**src/rtl/wb_pkg.sv**
```systemverilog
// Shared types for the register write-back path:
// default widths and the queued write entry.
package wb_pkg;

  localparam int WB_DATA_W = 8;
  localparam int WB_ADDR_W = 3;

  typedef struct packed {
    logic [WB_ADDR_W-1:0] rd;
    logic [WB_DATA_W-1:0] data;
  } wb_entry_t;

endpackage

```
**src/rtl/wb_fifo.sv**
```systemverilog
// Circular write queue with per-entry read-out
// in age order (index 0 = oldest) for forwarding.
module wb_fifo
  import wb_pkg::*;
#(
  parameter int DEPTH = 2
) (
  input  logic                     clk,
  input  logic                     reset,
  input  logic                     i_push,
  input  logic                     i_pop,
  input  wb_entry_t                i_din,
  output wb_entry_t                o_head,
  output logic [$clog2(DEPTH):0]   o_count,
  output logic                     o_full,
  output logic                     o_empty,
  output logic [DEPTH-1:0]         o_vld,
  output wb_entry_t [DEPTH-1:0]    o_ent
);

  localparam int PW = $clog2(DEPTH);
  localparam int CW = PW + 1;

  wb_entry_t      r_mem [DEPTH];
  logic [PW-1:0]  r_wr_ptr;
  logic [PW-1:0]  r_rd_ptr;
  logic [CW-1:0]  r_count;

  always_ff @(posedge clk or posedge reset) begin
    if (reset) begin
      r_wr_ptr <= '0;
      r_rd_ptr <= '0;
      r_count  <= '0;
    end else begin
      if (i_push)
        r_wr_ptr <= r_wr_ptr + PW'(1);
      if (i_pop)
        r_rd_ptr <= r_rd_ptr + PW'(1);
      unique case ({i_push, i_pop})
        2'b10:   r_count <= r_count + CW'(1);
        2'b01:   r_count <= r_count - CW'(1);
        default: r_count <= r_count;
      endcase
    end
  end

  // Storage needs no reset; validity comes from r_count.
  always_ff @(posedge clk) begin
    if (i_push)
      r_mem[r_wr_ptr] <= i_din;
  end

  always_comb begin
    o_vld = '0;
    o_ent = '0;
    for (int i = 0; i < DEPTH; i++) begin
      o_ent[i] = r_mem[r_rd_ptr + PW'(i)];
      o_vld[i] = CW'(i) < r_count;
    end
  end

  assign o_head  = r_mem[r_rd_ptr];
  assign o_count = r_count;
  assign o_full  = r_count == CW'(DEPTH);
  assign o_empty = r_count == '0;

endmodule

```
**src/rtl/reg_writeback.sv**
```systemverilog
// Register-file write side: queues retiring results,
// drains one per cycle and forwards pending values.
module reg_writeback
  import wb_pkg::*;
#(
  parameter int DATA_W = WB_DATA_W,
  parameter int ADDR_W = WB_ADDR_W,
  parameter int DEPTH  = 2
) (
  input  logic              clk,
  input  logic              reset,
  input  logic              in_valid,
  output logic              in_ready,
  input  logic              in_wen,
  input  logic [ADDR_W-1:0] in_rd,
  input  logic [DATA_W-1:0] in_data,
  input  logic              drain_en,
  output logic              regwrite,
  output logic [ADDR_W-1:0] write_reg,
  output logic [DATA_W-1:0] write_data,
  input  logic [ADDR_W-1:0] fwd_rs,
  output logic              fwd_hit,
  output logic [DATA_W-1:0] fwd_data,
  output logic [7:0]        retire_cnt
);

  wb_entry_t              w_din;
  wb_entry_t              w_head;
  wb_entry_t [DEPTH-1:0]  w_ent;
  logic [DEPTH-1:0]       w_vld;
  logic [$clog2(DEPTH):0] w_count;
  logic                   w_full;
  logic                   w_empty;
  logic                   w_pop;
  logic                   w_push;
  logic                   w_hit;
  logic [DATA_W-1:0]      w_fdata;

  logic              r_regwrite;
  logic [ADDR_W-1:0] r_write_reg;
  logic [DATA_W-1:0] r_write_data;
  logic [7:0]        r_retire_cnt;

  // A full queue always has a head, so drain_en alone decides the pop.
  assign w_pop    = !w_empty && drain_en;
  assign in_ready = !w_full || drain_en;
  assign w_push   = in_valid && in_ready && in_wen;

  assign w_din.rd   = in_rd;
  assign w_din.data = in_data;

  wb_fifo #(.DEPTH(DEPTH)) u_fifo (
    .clk     (clk),
    .reset   (reset),
    .i_push  (w_push),
    .i_pop   (w_pop),
    .i_din   (w_din),
    .o_head  (w_head),
    .o_count (w_count),
    .o_full  (w_full),
    .o_empty (w_empty),
    .o_vld   (w_vld),
    .o_ent   (w_ent)
  );

  always_ff @(posedge clk or posedge reset) begin
    if (reset) begin
      r_regwrite   <= 1'b0;
      r_write_reg  <= '0;
      r_write_data <= '0;
      r_retire_cnt <= '0;
    end else begin
      r_regwrite <= w_pop;
      if (w_pop) begin
        r_write_reg  <= w_head.rd;
        r_write_data <= w_head.data;
        r_retire_cnt <= r_retire_cnt + 8'd1;
      end
    end
  end

  // Oldest-to-youngest scan; later matches override earlier ones.
  always_comb begin
    w_hit   = r_regwrite && (r_write_reg == fwd_rs);
    w_fdata = w_hit ? r_write_data : '0;
    for (int i = 0; i < DEPTH; i++) begin
      if (w_vld[i] && (w_ent[i].rd == fwd_rs)) begin
        w_hit   = 1'b1;
        w_fdata = w_ent[i].data;
      end
    end
  end

  assign regwrite   = r_regwrite;
  assign write_reg  = r_write_reg;
  assign write_data = r_write_data;
  assign retire_cnt = r_retire_cnt;
  assign fwd_hit    = w_hit;
  assign fwd_data   = w_fdata;

  // w_count is kept for visibility in waveforms only.
  logic w_unused;
  assign w_unused = ^w_count;

endmodule
```
**config.mk**
```make
export PLATFORM = sky130hd
export DESIGN_NAME = reg_writeback
export DESIGN_NICKNAME = d
export VERILOG_FILES = /design/src/rtl/wb_pkg.sv /design/src/rtl/wb_fifo.sv /design/src/rtl/reg_writeback.sv
export SDC_FILE = /design/constraint.sdc
export NUM_CORES = 1
export LEC_CHECK = 0
export ABC_AREA = 1
export CAP_MARGIN = 20
export CORE_UTILIZATION = 39
export CTS_CLUSTER_SIZE = 25
export DETAILED_ROUTE_END_ITERATION = 10
export HOLD_SLACK_MARGIN = 0.06
export PLACE_DENSITY = 0.66
export RECOVER_POWER = 50
export SKIP_LAST_GASP = 1
export SLEW_MARGIN = 20
export SYNTH_ARGS = -nofsm -noshare
export SYNTH_HDL_FRONTEND = slang
export SYNTH_HIERARCHICAL = 1
export SYNTH_SLANG_ARGS = --single-unit
export TNS_END_PERCENT = 20
```
**constraint.sdc**
```tcl
create_clock -name clk -period 3.4 [get_ports clk]
set_clock_uncertainty 0.05 [all_clocks]
set_input_delay 0.51 -clock clk [delete_from_list [all_inputs] [get_ports clk]]
set_output_delay 0.51 -clock clk [all_outputs]
set_load 0.01 [all_outputs]
```
==> results of run 1 <==
-- final cells by class --
class / count / area [um^2] / share of cell area (%)
tap: 77 / 96.3 / 2.98
multi-input combinational: 200 / 1030 / 32.0
sequential: 46 / 1260 / 39.1
inverter: 55 / 206 / 6.40
timing repair buffer: 51 / 499 / 15.5
clock buffer: 5 / 68.8 / 2.13
clock inverter: 3 / 63.8 / 1.98
-- metrics by stage --
stage	util (%)	instance area [um^2]	hold WS [ns]	setup WS, ns	std cells
floorplan	-	2650	0.226	1.36	319
finish	50.0	3230	0.427	0.285	437
global route	50.0	3230	0.461	0.0661	437
global placement	48.0	3100	0.410	0.512	429
detailed placement	48.0	3100	0.418	0.500	429
CTS	50.0	3230	0.378	0.289	437
-- final timing paths --
path | startpoint | endpoint | slack (ns)
max | u_fifo/r_rd_ptr | fwd_data[3] | 0.28
min | retire_cnt[7] | retire_cnt[7] | 0.43
max reg2reg | u_fifo/o_count[0] | u_fifo/o_count[1] | 0.95
min reg2reg | retire_cnt[7] | retire_cnt[7] | 0.43
max in group asynchronous | reset | retire_cnt[1] | 2.09
min in group asynchronous | reset | u_fifo/o_count[0] | 0.51
-- worst max-delay path, stage by stage (launching register included) --
cell and delay (ns):
dfrtp_1 0.64, buf_4 0.40, nor2_1 0.09, a21oi_1 0.24
inv_1 0.07, nand3_1 0.08, nand2_1 0.05, inv_1 0.05
nand2_1 0.04, nand2_1 0.06, clkdlybuf4s50_1 0.54
-- cell usage in the layout (no fill, tap or decap) --
cell	count
xor2_1	6
edfxtp_1	22
o21ai_0	4
nor2_1	10
nor3_1	1
dfrtp_1	24
nand4_1	1
clkdlybuf4s50_1	34
a21oi_2	7
nand2_4	1
inv_2	3
nand2_2	2
nor2_2	9
clkbuf_1	1
o21ai_1	12
ha_1	5
nor2_4	1
buf_4	2
inv_1	52
xnor2_1	4
nor2_8	1
nor3_2	1
nand3_1	21
o21a_1	1
clkbuf_8	5
dlygate4sd3_1	14
a21oi_1	4
bufinv_16	2
and3_1	1
clkinv_1	1
nand3_4	1
a21oi_4	1
nand2_1	106
-- kinds of logic (layout without fill, tap and decap cells) --
group           after synthesis  in the layout  synth area share, %
compound gates               29             29                 6.98
fa+ha+maj                     5              5                 2.36
xor+xnor                     10             10                 3.30
simple gates                156            156                 26.3
flops                        46             46                 47.5
buf+inv                      73            114                 13.5
-- per-layer routing --
metal / vias to the layer above / track usage (%) / share of wire [%]
li1: 1055 / - / -
met1: 857 / 19.5 / 47
met2: 47 / 24.8 / 46
met3: 12 / 3.34 / 4.5
met4: 0 / 5.39 / 2.1
met5: - / 0 / 0
-- power breakdown --
part,internal [mW],total [mW],switching [mW]
clock network,0.291,0.472,0.181
logic,0.578,1.29,0.711
registers,0.749,0.906,0.157
==> metrics.md, run 1 <==
| Metric | Value |
|---|---|
| Status | `finished, violations left` |
| Failing checks | `design-rule violations` |
| Reg with most FFs | `u_fifo/r_mem` |
| Vias in the first global route | `about 1900` |
| Final number of setup-violating endpoints | `0` |
| HPWL after detailed placement | `between 3000 and 4000 um` |
| Critical Path RT | `about 2.8 ns` |
| IO buf count | `48` |
| RD Place Congestion | `about 0.88` |
| Yosys top cell by area | `edfxtp_1` |
| Clock tree buffer depth | `2` |
| Vias per Instance | `4.51` |
| DR WL/cell | `about 11 um` |
| H-tree Lvls | `2` |
| Power per Cell Area | `826 mW/mm^2` |
| Routed WL | `4930 um` |
| Worst skew pair latency | `approximately 0.3 ns` |
| RSZ-0062 raised after global routing | `no` |
| I/O pins | `49` |
| Max Slew Vio Count | `0` |
| Hold Fails Final Rpt | `0` |
| Total power | `roughly 2.7 mW` |
| Yosys warning total | `6` |
| Min Tclk post-route | `between 3 and 4 ns` |
| Setup Buffers After CTS | `0` |
| Post-detailed-route DRC marker count | `6` |
| CP Capture Type | `output port` |
| R2r worst-path depth | `10` |
| Largest net degree at the start of global routing | `33` |
| Die width | `between 80 and 90 um` |
| All-layer global routing usage | `between 10% and 20%` |
| CP startpoint kind | `flip-flop` |
| Die footprint | `0.00714 mm^2` |
| Root buf cell | `clkbuf_8` |
| Initial DRC count | `between 40 and 50` |
| Drt pass-1 iters | `7` |
| Max cap viols | `0` |
| Share of layout cells above drive strength 1 | `between 10% and 20%` |
| Syn avg cell area | `8.32 um^2` |
| Starting density of the core | `slightly above 40%` |
| Antenna Cells | `0` |
| Total CTS buffers | `5` |
| Post-CTS Hold Fix Bufs | `0` |
| Count of different cell masters after synthesis | `30` |
| Syn_nets | `roughly 340` |
| Cell with the most instances after synthesis | `nand2_1` |
| Period Utilization, post-route | `91.6%` |
| Peak VDD IR | `between 300 and 400 uV` |
| Row count | `29` |
| Worst-path clk slew | `around 0.08 ns` |
| Max Fanout on Critical Path | `32` |
| Mapped Cells | `319` |
| Async SR Flop Fraction | `52.2%` |
| Post-CTS Resized | `0` |
| Post-synthesis instance area | `0.00265 mm^2` |
| CP Class | `reg -> out` |
| DR vias | `between 1500 and 2000` |
| Top-area cell type share of the netlist area | `24.9%` |
| Post-synth EDFFs | `22` |
| Die Ht | `around 84 um` |
| Core Region | `0.00646 mm^2` |
| Synth top cells by count | `nand2_1, inv_1, dfrtp_1` |
| GRT overflow | `0` |
| Ranking of synthesized cells by area | `edfxtp_1, dfrtp_1, nand2_1` |
| Hold depth | `1` |
| Area growth syn-to-layout | `21.7%` |
| FMAX | `321 MHz` |
| Flops & latches, synth | `46` |
| Initial antenna violation count | `0` |
| Routed Antenna Nets | `0` |
| Sequential share of the synthesized area | `47.5%` |
| Leak | `approximately 1.6 nW` |
| Actual slew at the worst max-slew pin | `roughly 0.73 ns` |
| CTS tree | `built` |
| Fillers | `~640` |
| Largest register FFs | `22` |
| Crit path DAT | `between 2 and 3 ns` |
| Clk sinks | `46` |
| Worst rel slew slack | `51.1%` |
| Final nets | `around 380` |
| Setup TNS | `0 ns` |
| Ys flop type | `dfrtp_1` |
| Hold Path Class | `reg -> reg` |
| First-pass GRT wire length | `about 8500 um` |
No activity file was read; power rests on OpenSTA's default activity.
==> run 2: changes to the inputs <==
SETUP_SLACK_MARGIN = 0.2   (was unset)
==> metrics.md, run 2 (synthesized netlist as in run 1, its figures left out) <==
| Metric | Value |
|---|---|
| Antenna Cells | `0 (unchanged)` |
| Area growth syn-to-layout | `21.7% (about the same)` |
| Max cap viols | `0 (unchanged)` |
| I/O pins | `49 (unchanged)` |
| DR WL/cell | `11.3 um (about the same)` |
| Die footprint | `0.00714 mm^2 (unchanged)` |
| CP startpoint kind | `flip-flop (unchanged)` |
| Vias in the first global route | `1884 (unchanged)` |
| Reg with most FFs | `u_fifo/r_mem (unchanged)` |
| Routed WL | `4950 um (was 4930 um)` |
| IO buf count | `48 (unchanged)` |
| Die width | `84.5 um (unchanged)` |
| Core Region | `0.00646 mm^2 (unchanged)` |
| Root buf cell | `clkbuf_8 (unchanged)` |
| Worst-path clk slew | `0.08 ns (about the same)` |
| Fillers | `641 (unchanged)` |
| Clock tree buffer depth | `2 (unchanged)` |
| Row count | `29 (unchanged)` |
| CP Class | `reg -> out (unchanged)` |
| Initial antenna violation count | `0 (unchanged)` |
| Worst r2r src | `u_fifo/o_count[0] (unchanged)` |
| Setup Buffers After CTS | `0 (unchanged)` |
| Critical Path RT | `2.84 ns (about the same)` |
| Die Ht | `84.5 um (unchanged)` |
| Hold EP | `retire_cnt[7] (unchanged)` |
| Hold Path Class | `reg -> reg (unchanged)` |
| Highest metal used | `met4 (unchanged)` |
| Peak VDD IR | `303 uV (was 304 uV)` |
| FMAX | `336 MHz (was 321 MHz)` |
| H-tree Lvls | `2 (unchanged)` |
| Hold path start | `retire_cnt[7] (unchanged)` |
| Hold Fails Final Rpt | `0 (unchanged)` |
| Share of layout cells above drive strength 1 | `10.3% (was 10.0%)` |
| Crit path DAT | `2.41 ns (was 2.56 ns)` |
| Drt pass-1 iters | `7 (unchanged)` |
| Post-detailed-route DRC marker count | `6 (unchanged)` |
| Final number of setup-violating endpoints | `0 (unchanged)` |
| Initial DRC count | `50 (was 49)` |
| Failing checks | `design-rule violations (unchanged)` |
| Setup TNS | `0 ns (unchanged)` |
| GRT overflow | `0 (unchanged)` |
| Metal2 WL | `2310 um (was 2270 um)` |
| Period Utilization, post-route | `87.4% (was 91.6%)` |
| Total CTS buffers | `5 (unchanged)` |
| Largest net degree at the start of global routing | `33 (unchanged)` |
| Starting density of the core | `41.1% (unchanged)` |
| Crit Reg-Reg Endpoint | `u_fifo/o_count[1] (unchanged)` |
| R2r worst-path depth | `10 (unchanged)` |
| Power per Cell Area | `827 mW/mm^2 (was 826 mW/mm^2)` |
| Commonest non-fill, non-tap cell in the layout | `nand2_1 (unchanged)` |
| Clk sinks | `46 (unchanged)` |
| DR vias | `1967 (was 1971)` |
| Leak | `1.56 nW (about the same)` |
| CTS tree | `built (unchanged)` |
| Min Tclk post-route | `2.97 ns (was 3.12 ns)` |
| Routed Antenna Nets | `0 (unchanged)` |
| R2r setup slk | `0.95 ns (about the same)` |
| HPWL after detailed placement | `3850 um (unchanged)` |
| Post-CTS Resized | `0 (unchanged)` |
| First-pass GRT wire length | `8470 um (unchanged)` |
| Actual slew at the worst max-slew pin | `0.737 ns (was 0.734 ns)` |
| Max Fanout on Critical Path | `32 (unchanged)` |
| Worst rel slew slack | `50.9% (was 51.1%)` |
| Final nets | `383 (unchanged)` |
| Status | `finished, violations left (unchanged)` |
| Total power | `2.67 mW (about the same)` |
| Post-CTS Hold Fix Bufs | `0 (unchanged)` |
| Vias per Instance | `4.50 (was 4.51)` |
| Largest register FFs | `22 (unchanged)` |
| CP Capture Type | `output port (unchanged)` |
| Worst skew pair latency | `0.30 ns (about the same)` |
| RD Place Congestion | `0.876 (unchanged)` |
| Wl on met1 | `2340 um (about the same)` |
| RSZ-0062 raised after global routing | `no (unchanged)` |
| Met3 wire length | `214 um (was 221 um)` |
| Hold depth | `1 (unchanged)` |
| Max Slew Vio Count | `0 (unchanged)` |
| Commonest cells after routing, fill and taps aside | `nand2_1, inv_1, clkdlybuf4s50_1 (unchanged)` |
| All-layer global routing usage | `15.0% (unchanged)` |
[run 2: cell counts in the layout (fill, tap and decap cells not counted)]
Identical to the previous run, type by type.
[run 2: report_power, final]
part,internal (mW),switching (mW)
Clock,0.291,0.180
Combinational,0.578,0.713
Sequential,0.750,0.157
[run 2: worst max-delay path, stage by stage, from the launching register on]
cell and delay [ns]:
dfrtp_2 0.52, buf_4 0.37, nor2_1 0.09, a21oi_1 0.24
inv_1 0.07, nand3_1 0.08, nand2_1 0.05, inv_1 0.05
nand2_1 0.04, nand2_1 0.06, clkdlybuf4s50_1 0.54
[run 2: worst max-delay path by stage]
stage / startpoint / to / cells after the start
floorplan: u_fifo/r_rd_ptr / fwd_data[0] / 12
global placement: fwd_rs[2] / fwd_data[6] / 10
detailed placement: fwd_rs[2] / fwd_data[5] / 10
CTS: u_fifo/r_rd_ptr / fwd_data[2] / 11
global route: u_fifo/r_rd_ptr / fwd_data[6] / 11
finish: u_fifo/r_rd_ptr / fwd_data[3] / 10
[run 2: metal layers]
| metal | up-vias | track usage [%] |
|---|---|---|
| li1 | 1055 | - |
| met1 | 864 | 19.5 |
| met2 | 40 | 24.8 |
| met3 | 8 | 3.34 |
| met4 | 0 | 5.39 |
| met5 | - | 0 |
[run 2: final cells by class]
| type | count | area, um^2 | area share, % |
|---|---|---|---|
| Sequential cell | 46 | 1260 | 39.1 |
| Multi-Input combinational cell | 200 | 1030 | 32.0 |
| Inverter | 55 | 206 | 6.39 |
| Clock inverter | 3 | 63.8 | 1.98 |
| Clock buffer | 5 | 68.8 | 2.13 |
| Tap cell | 77 | 96.3 | 2.98 |
| Timing Repair Buffer | 51 | 499 | 15.5 |
[run 2: metrics by stage]
| stage | area, um^2 | utilization [%] | setup slack (ns) | std cells | hold WS (ns) |
|---|---|---|---|---|---|
| after global routing | 3230 | 50.0 | 0.223 | 437 | 0.461 |
| final | 3230 | 50.0 | 0.428 | 437 | 0.427 |
| after floorplan | 2650 | - | 1.36 | 319 | 0.226 |
| after global placement | 3100 | 48.0 | 0.512 | 429 | 0.410 |
| after CTS | 3230 | 50.0 | 0.289 | 437 | 0.378 |
| after detailed placement | 3100 | 48.0 | 0.500 | 429 | 0.418 |
